--- src/rtl/lcd_message_driver.sv ---
// rtl/lcd_message_driver.sv - one-line LCD message renderer for the reaction-timer status
//
// Purpose:
//   Accepts a display request from the reaction-timer FSM, latches its status
//   flags and ReactionTime, converts ReactionTime to three BCD digits with a
//   fixed 9-step double-dabble, then writes a 16-character line to the LCD
//   character port under ready/valid flow control. It then acknowledges the
//   request.
//
// Configuration macro:
//   LCD_LEADING_ZERO_BLANK_EN - blank leading zero digits of the reaction time.
//
// Ports:
//   Clk           in   1  system clock, rising edge
//   Rst           in   1  asynchronous active-low reset
//   LCDUpdate     in   1  display request level, held until LCDAck
//   Cheat         in   1  status flag (highest priority)
//   Slow          in   1  status flag
//   Wait          in   1  status flag
//   ReactionTime  in   9  reaction time in ms
//   LCDAck        out  1  request complete, held until LCDUpdate falls
//   CharData      out  8  ASCII character
//   CharAddr      out  7  BASE_ADDR + character index
//   CharWrite     out  1  character valid
//   CharReady     in   1  LCD port can accept a character
//   Busy          out  1  high whenever not idle

module lcd_message_driver #(
  parameter int         LINE_LEN  = 16,
  parameter logic [6:0] BASE_ADDR = 7'h00
) (
  input  logic       Clk,
  input  logic       Rst,
  input  logic       LCDUpdate,
  input  logic       Cheat,
  input  logic       Slow,
  input  logic       Wait,
  input  logic [8:0] ReactionTime,
  output logic       LCDAck,
  output logic [7:0] CharData,
  output logic [6:0] CharAddr,
  output logic       CharWrite,
  input  logic       CharReady,
  output logic       Busy
);

  typedef enum logic [1:0] {IDLE, CONVERT, WRITE, ACK} state_t;

  localparam logic [3:0] LAST_IDX = 4'(LINE_LEN - 1);

  state_t      state;
  logic        cheat_q;
  logic        slow_q;
  logic        wait_q;
  logic [8:0]  bin_q;
  logic [11:0] bcd_q;
  logic [3:0]  step_q;
  logic [3:0]  idx_q;

  logic [11:0]  bcd_next;
  logic [127:0] line_cur;
  logic [127:0] line_first;

  // One double-dabble step: correct every nibble >= 5, then shift in the next binary bit.
  function automatic logic [11:0] dd_step(input logic [11:0] b, input logic in_bit);
    logic [11:0] a;
    for (int n = 0; n < 3; n++) begin
      a[4*n +: 4] = (b[4*n +: 4] >= 4'd5) ? b[4*n +: 4] + 4'd3 : b[4*n +: 4];
    end
    return {a[10:0], in_bit};
  endfunction

  // Full 16-character line, first character in the most significant byte.
  function automatic logic [127:0] build_line(input logic c, input logic s, input logic w,
                                              input logic [11:0] bcd);
    logic [7:0] h;
    logic [7:0] t;
    logic [7:0] u;
    h = 8'h30 + {4'h0, bcd[11:8]};
    t = 8'h30 + {4'h0, bcd[7:4]};
    u = 8'h30 + {4'h0, bcd[3:0]};
`ifdef LCD_LEADING_ZERO_BLANK_EN
    if (bcd[11:8] == 4'd0) begin
      h = 8'h20;
      if (bcd[7:4] == 4'd0) t = 8'h20;
    end
`else
`endif
    if (c)      return {"CHEATER!", {8{8'h20}}};
    else if (s) return {"TOO SLOW", {8{8'h20}}};
    else if (w) return {"WAIT...", {9{8'h20}}};
    else        return {"RT: ", h, t, u, " MS", {6{8'h20}}};
  endfunction

  function automatic logic [7:0] char_of(input logic [127:0] line, input logic [3:0] i);
    logic [6:0] lsb;
    lsb = {4'd15 - i, 3'b000};
    return line[lsb +: 8];
  endfunction

  // line_first uses the post-step BCD so index 0 is correct on the last CONVERT edge.
  always_comb begin
    bcd_next   = dd_step(bcd_q, bin_q[8]);
    line_cur   = build_line(cheat_q, slow_q, wait_q, bcd_q);
    line_first = build_line(cheat_q, slow_q, wait_q, bcd_next);
  end

  always_ff @(posedge Clk or negedge Rst) begin
    if (!Rst) begin
      state     <= IDLE;
      LCDAck    <= 1'b0;
      CharWrite <= 1'b0;
      CharData  <= 8'h20;
      CharAddr  <= BASE_ADDR;
      Busy      <= 1'b0;
      cheat_q   <= 1'b0;
      slow_q    <= 1'b0;
      wait_q    <= 1'b0;
      bin_q     <= '0;
      bcd_q     <= '0;
      step_q    <= '0;
      idx_q     <= '0;
    end else begin
      case (state)
        IDLE: begin
          if (LCDUpdate) begin
            cheat_q <= Cheat;
            slow_q  <= Slow;
            wait_q  <= Wait;
            bin_q   <= ReactionTime;
            bcd_q   <= '0;
            step_q  <= '0;
            Busy    <= 1'b1;
            state   <= CONVERT;
          end
        end
        CONVERT: begin
          // Runs all 9 steps even for flag messages so latency never varies.
          bcd_q  <= bcd_next;
          bin_q  <= {bin_q[7:0], 1'b0};
          step_q <= step_q + 4'd1;
          if (step_q == 4'd8) begin
            state     <= WRITE;
            idx_q     <= '0;
            CharWrite <= 1'b1;
            CharData  <= char_of(line_first, 4'd0);
            CharAddr  <= BASE_ADDR;
          end
        end
        WRITE: begin
          if (CharReady) begin
            if (idx_q == LAST_IDX) begin
              CharWrite <= 1'b0;
              LCDAck    <= 1'b1;
              state     <= ACK;
            end else begin
              idx_q    <= idx_q + 4'd1;
              CharData <= char_of(line_cur, idx_q + 4'd1);
              CharAddr <= BASE_ADDR + {3'b000, idx_q + 4'd1};
            end
          end
        end
        ACK: begin
          if (!LCDUpdate) begin
            LCDAck <= 1'b0;
            Busy   <= 1'b0;
            state  <= IDLE;
          end
        end
        default: state <= IDLE;
      endcase
    end
  end

endmodule
--- config.mk ---
export PLATFORM = sky130hd
export DESIGN_NAME = lcd_message_driver
export DESIGN_NICKNAME = d
export VERILOG_FILES = /design/src/rtl/lcd_message_driver.sv
export SDC_FILE = /design/constraint.sdc
export NUM_CORES = 1
export LEC_CHECK = 0
export BUFFER_PORTS_ARGS = -buffer_cell sky130_fd_sc_hd__buf_2
export CAP_MARGIN = 25
export CORE_AREA = 3 3 74 76
export CTS_CLUSTER_DIAMETER = 150
export DETAILED_ROUTE_END_ITERATION = 10
export DIE_AREA = 0 0 77 79
export PLACE_DENSITY = 0.78
export SETUP_SLACK_MARGIN = 0.05
export SLEW_MARGIN = 20
export SYNTH_ARGS = -nofsm -noshare
export SYNTH_HDL_FRONTEND = slang
export SYNTH_SLANG_ARGS = --single-unit
--- constraint.sdc ---
create_clock -name Clk -period 2.5 [get_ports Clk]
set_input_delay 0.5 -clock Clk [delete_from_list [all_inputs] [get_ports Clk]]
set_output_delay 0.5 -clock Clk [all_outputs]
set_load 0.01 [all_outputs]
* Word level (Yosys, flattened, before mapping)
Cells that the tools add are included.
Word-level totals: register bits after elaboration 52, input bits 16, output and inout bits 18, logic and storage cells 95
Cells by class: add/sub/neg operators 12, magnitude comparators 3, equal/unequal tests 11, shift-type cells 1, mux-type cells 43, reduce and logical (&&, ||, !) cells 12
Operators with widths (count):
- 123-bit two-way mux | 4
- 128-bit two-way mux | 1
- 128-bit by 8-bit indexed part select with 8-bit output | 1
- 125-bit two-way mux | 1
- 6-bit by 4-bit adder with 7-bit output, first input constant | 6
- 4-bit two-way mux | 6
- 8-bit two-way mux | 3
- 12-bit case mux with 2 select lines | 1
- 7-bit two-way mux | 3
- 9-bit case mux with 2 select lines | 1
- 4-bit case mux with 2 select lines | 2
- 8-bit case mux with 2 select lines | 1
- 7-bit case mux with 2 select lines | 1
- 4-bit by 3-bit >= comparator with 1-bit output, second input constant | 3
- 12-bit two-way mux | 1
- 2-bit != test, second input constant | 6
- 4-bit AND reduction | 3
- 2-bit two-way mux | 5
- 9-bit two-way mux | 1
- 4-bit by 1-bit adder with 4-bit output, second input constant | 2
- 4-bit by 2-bit adder with 4-bit output, second input constant | 2
- 4-bit == test, second input constant | 2
- 2-bit case mux with 4 select lines | 1
- 2-bit nonzero test | 4
- 11 further kinds | 21

* Depth between registers and ports, before layout
depth after elaboration 8, mapped depth 9, mapped depth without buffers 7

* Worst setup path after synthesis
No wires, ideal clock.
kind register to register, from reg CharAddr[0] (netlist name), to reg CharData[2], library setup time 0.121 ns, data arrival time 1.930 ns, data required time 2.379 ns, path slack 0.449 ns, stages on the path, launching flop included 8, buffers on the path 1, period minus slack after synthesis 2.051 ns, cell sequence dfrtp_1 ha_1 buf_2 nor2_1 o221ai_1 and4_1 a2111o_1 a22o_1
RTL lines:
- to (signal assigned) | line 146 | CharData <= char_of(line_first, 4'd0);
- to (signal assigned) | line 158 | CharData <= char_of(line_cur, idx_q + 4'd1);
- to (decl) | line 40 | output logic [7:0] CharData,

==> impl_results.md <==
* CTS tree: yes
* Setup WS post-layout at between 0.4 and 0.5 ns
* Place WS at about 0.44 ns
* CTS buffer count at 5
* Tightest Pin Transition at 0.591 ns
* Initial antenna violation count at 0
* FMAX at around 0.48 GHz
* Warnings from Yosys at 0
* Wirelength per Cell at 13.9 um
* Maximum vdd ir drop at just under 0.0008 V
* Share of cells above drive strength 1 at between 10% and 20%
* I/O pins at 34
* CP Max Fanout at 16
* Worst slew margin relative to its limit at between 60 and 70%
* Post-synth EDFFs at 0
* Avg Inst Size Synth at between 8 and 9 um^2
* FP Rows at 25
* # setup viols final at 0
* Worst hold path class: in2async
* Max-slew violations at 0
* DRC at 0
* Root Buffer Master: clkbuf_8
* Largest cells by area after synthesis: dfrtp_1 (38%), o21ai_0 (7.7%), ha_1 (5.8%)
* Post-DP HPWL at 4070 um
* Die width at between 70 and 80 um
* # resized after CTS at 0
* Largest net degree at the start of global routing at 45
* Critical Path Source Type: register
* Vias in the first global route at about 2,200
* Crit path time final at about 2.1 ns
* DRT iter0 DRCs at roughly 230
* Via/cell ratio at ~5.8
* Htree depth at 2
* RSZ-0062 raised after global routing: false
* Routed Antenna Nets at 0
* Cells after Synth at 323
* Drt total wl at about 5700 um
* Setup CP Type: reg2reg
* Reg clk slew, reported paths at roughly 0.09 ns
* Post-Syn Area at about 0.0028 mm^2
* IO buf count at 29
* Post-synth top cells: dfrtp_1 (43), o21ai_0 (43), nand2_1 (38)
* Core region area at around 0.0048 mm^2
* Top cell type by total area after synthesis: dfrtp_1
* Final hold violation count at 0
* Total track usage at 20.2%
* P per Cell Area at 1180 mW/mm^2
* Max-Cap Viols at 0
* Arrival time worst endpoint at between 2 and 2.5 ns
* Final setup TNS at 0 ns
* Grt total ovfl at 0
* Max clock buf depth at 2
* GP Congestion at 0.862
* Synth async-reset ratio at 100%
* N_diodes at 0
* Worst clock skew at between 0.006 and 0.007 ns
* Status: finished clean
* CP required at 2.69 ns
* Post-synth top flop: dfrtp_1
* Clock sink count at 44
* Die area at 0.00608 mm^2
* Drt pass-1 iters at 4
* Hold Buf Count CTS at 0
* First-pass GRT wire length at around 10000 um
* Post-CTS Setup Inserts at 0
* Post-synth top area share at between 30% and 40%
* Fin Hold WS at roughly 0.26 ns
* Area Overhead vs Synth at 10.2%
* Core Util, Final at 64.8%
* Yosys cell types at between 50 and 60
* Routed vias at between 2,000 and 2,500
* Final nets at 374
* Post-synthesis register bit count at 44
* Sequential share of the synthesized area at 39.2%
* Tcrit/Tclk final at roughly 83%
* Initial Utilization at around three fifths
* Die Height at ~80 um
* Clock Latency Late Sink at 0.30 ns
* CP endpoint kind: register
* Lkg Pwr at between 1 and 1.5 nW
## metrics by stage
stage / instance area, um^2 / total power [mW] / instances
3_3_place_gp: 2990 / 3.06 / 405
3_5_place_dp: 2990 / 3.11 / 405
4_1_cts: 3100 / 3.66 / 413
2_1_floorplan: 2820 / 2.63 / 326
5_1_grt: 3100 / 3.97 / 413
6_report: 3100 / 3.66 / 413
## layout by cell type (no fill, tap or decap), types with 4 or more instances in the layout
master / netlist / routed
dfrtp_1: 43 / 43
o21ai_0: 43 / 42
nand2_1: 38 / 38
buf_2: 7 / 29
nor2_1: 19 / 19
inv_1: 17 / 17
a21oi_1: 16 / 16
ha_1: 13 / 13
mux2i_1: 11 / 11
nor2b_1: 8 / 8
buf_4: 7 / 8
o31ai_1: 7 / 7
nor3_1: 6 / 6
clkbuf_8: 0 / 5
nand2b_1: 4 / 4
xnor2_1: 4 / 4
nand4_1: 4 / 4
o211ai_1: 4 / 4
a31oi_1: 4 / 4
mux2_2: 4 / 4
conb_1: 1 / 4
## path summary, 6_finish.rpt
kind	slack (ns)	to	startpoint	depth (start not counted)
worst min register to register	0.48	CharData[3]	CharData[3]	2
worst min-delay path	0.26	bcd_q[8]	Rst	2
min in group Clk	0.44	slow_q	Slow	2
worst max-delay path	0.42	CharData[2]	CharAddr[1]	7
max in group asynchronous	1.86	CharData[5]	Rst	2
worst max register to register	0.42	CharData[2]	CharAddr[1]	7
## layer usage
metal  track usage, %  wire length, um  vias up
li1                 -                -     1180
met4             7.30              101        0
met5                0                0        -
met1             27.1             2710     1126
met3             3.29              236       10
met2             33.2             2690       62
## cells by family after synthesis
| group | after synthesis | synth area share, % |
|---|---|---|
| xor+xnor | 9 | 3.34 |
| flops | 44 | 39.2 |
| compound gates | 98 | 21.7 |
| simple gates | 101 | 17.5 |
| fa+ha+maj | 13 | 5.78 |
| mux | 15 | 5.52 |
| other cells | 1 | 0.133 |
| buf+inv | 42 | 6.85 |
## registers in the layout, summed over array words and instances (netlist names)
register and count:
state 2, CharAddr 4, slow_q 1, CharData 7
bin_q 9, wait_q 1, CharWrite 1, bcd_q 12
cheat_q 1, Busy 1, LCDAck 1, step_q 4
## power by group
part | internal [mW] | leakage [nW] | switching (mW)
clock | 0.296 | 0.0541 | 0.251
sequential | 0.956 | 0.557 | 0.246
combinational | 0.801 | 0.757 | 1.11
total | 2.05 | 1.37 | 1.60
## area by class of cell
cell class | instances | area (um^2)
multi-input cells | 240 | 1530
repair buffers | 37 | 205
clock buffers | 5 | 68.8
inverters | 17 | 63.8
flip-flops and latches | 44 | 1100
fillers | 415 | 1690
clock inverters | 3 | 42.5
well taps | 67 | 83.8
## worst max-delay path, stage by stage (launching register included)
cell and delay [ns]:
dfrtp_1 0.45, ha_1 0.33, buf_4 0.20, nor2b_1 0.16, a22oi_1 0.08, and4_1 0.21, a2111o_1 0.37, a22o_1 0.18
Power figures use the tool's default switching activity.
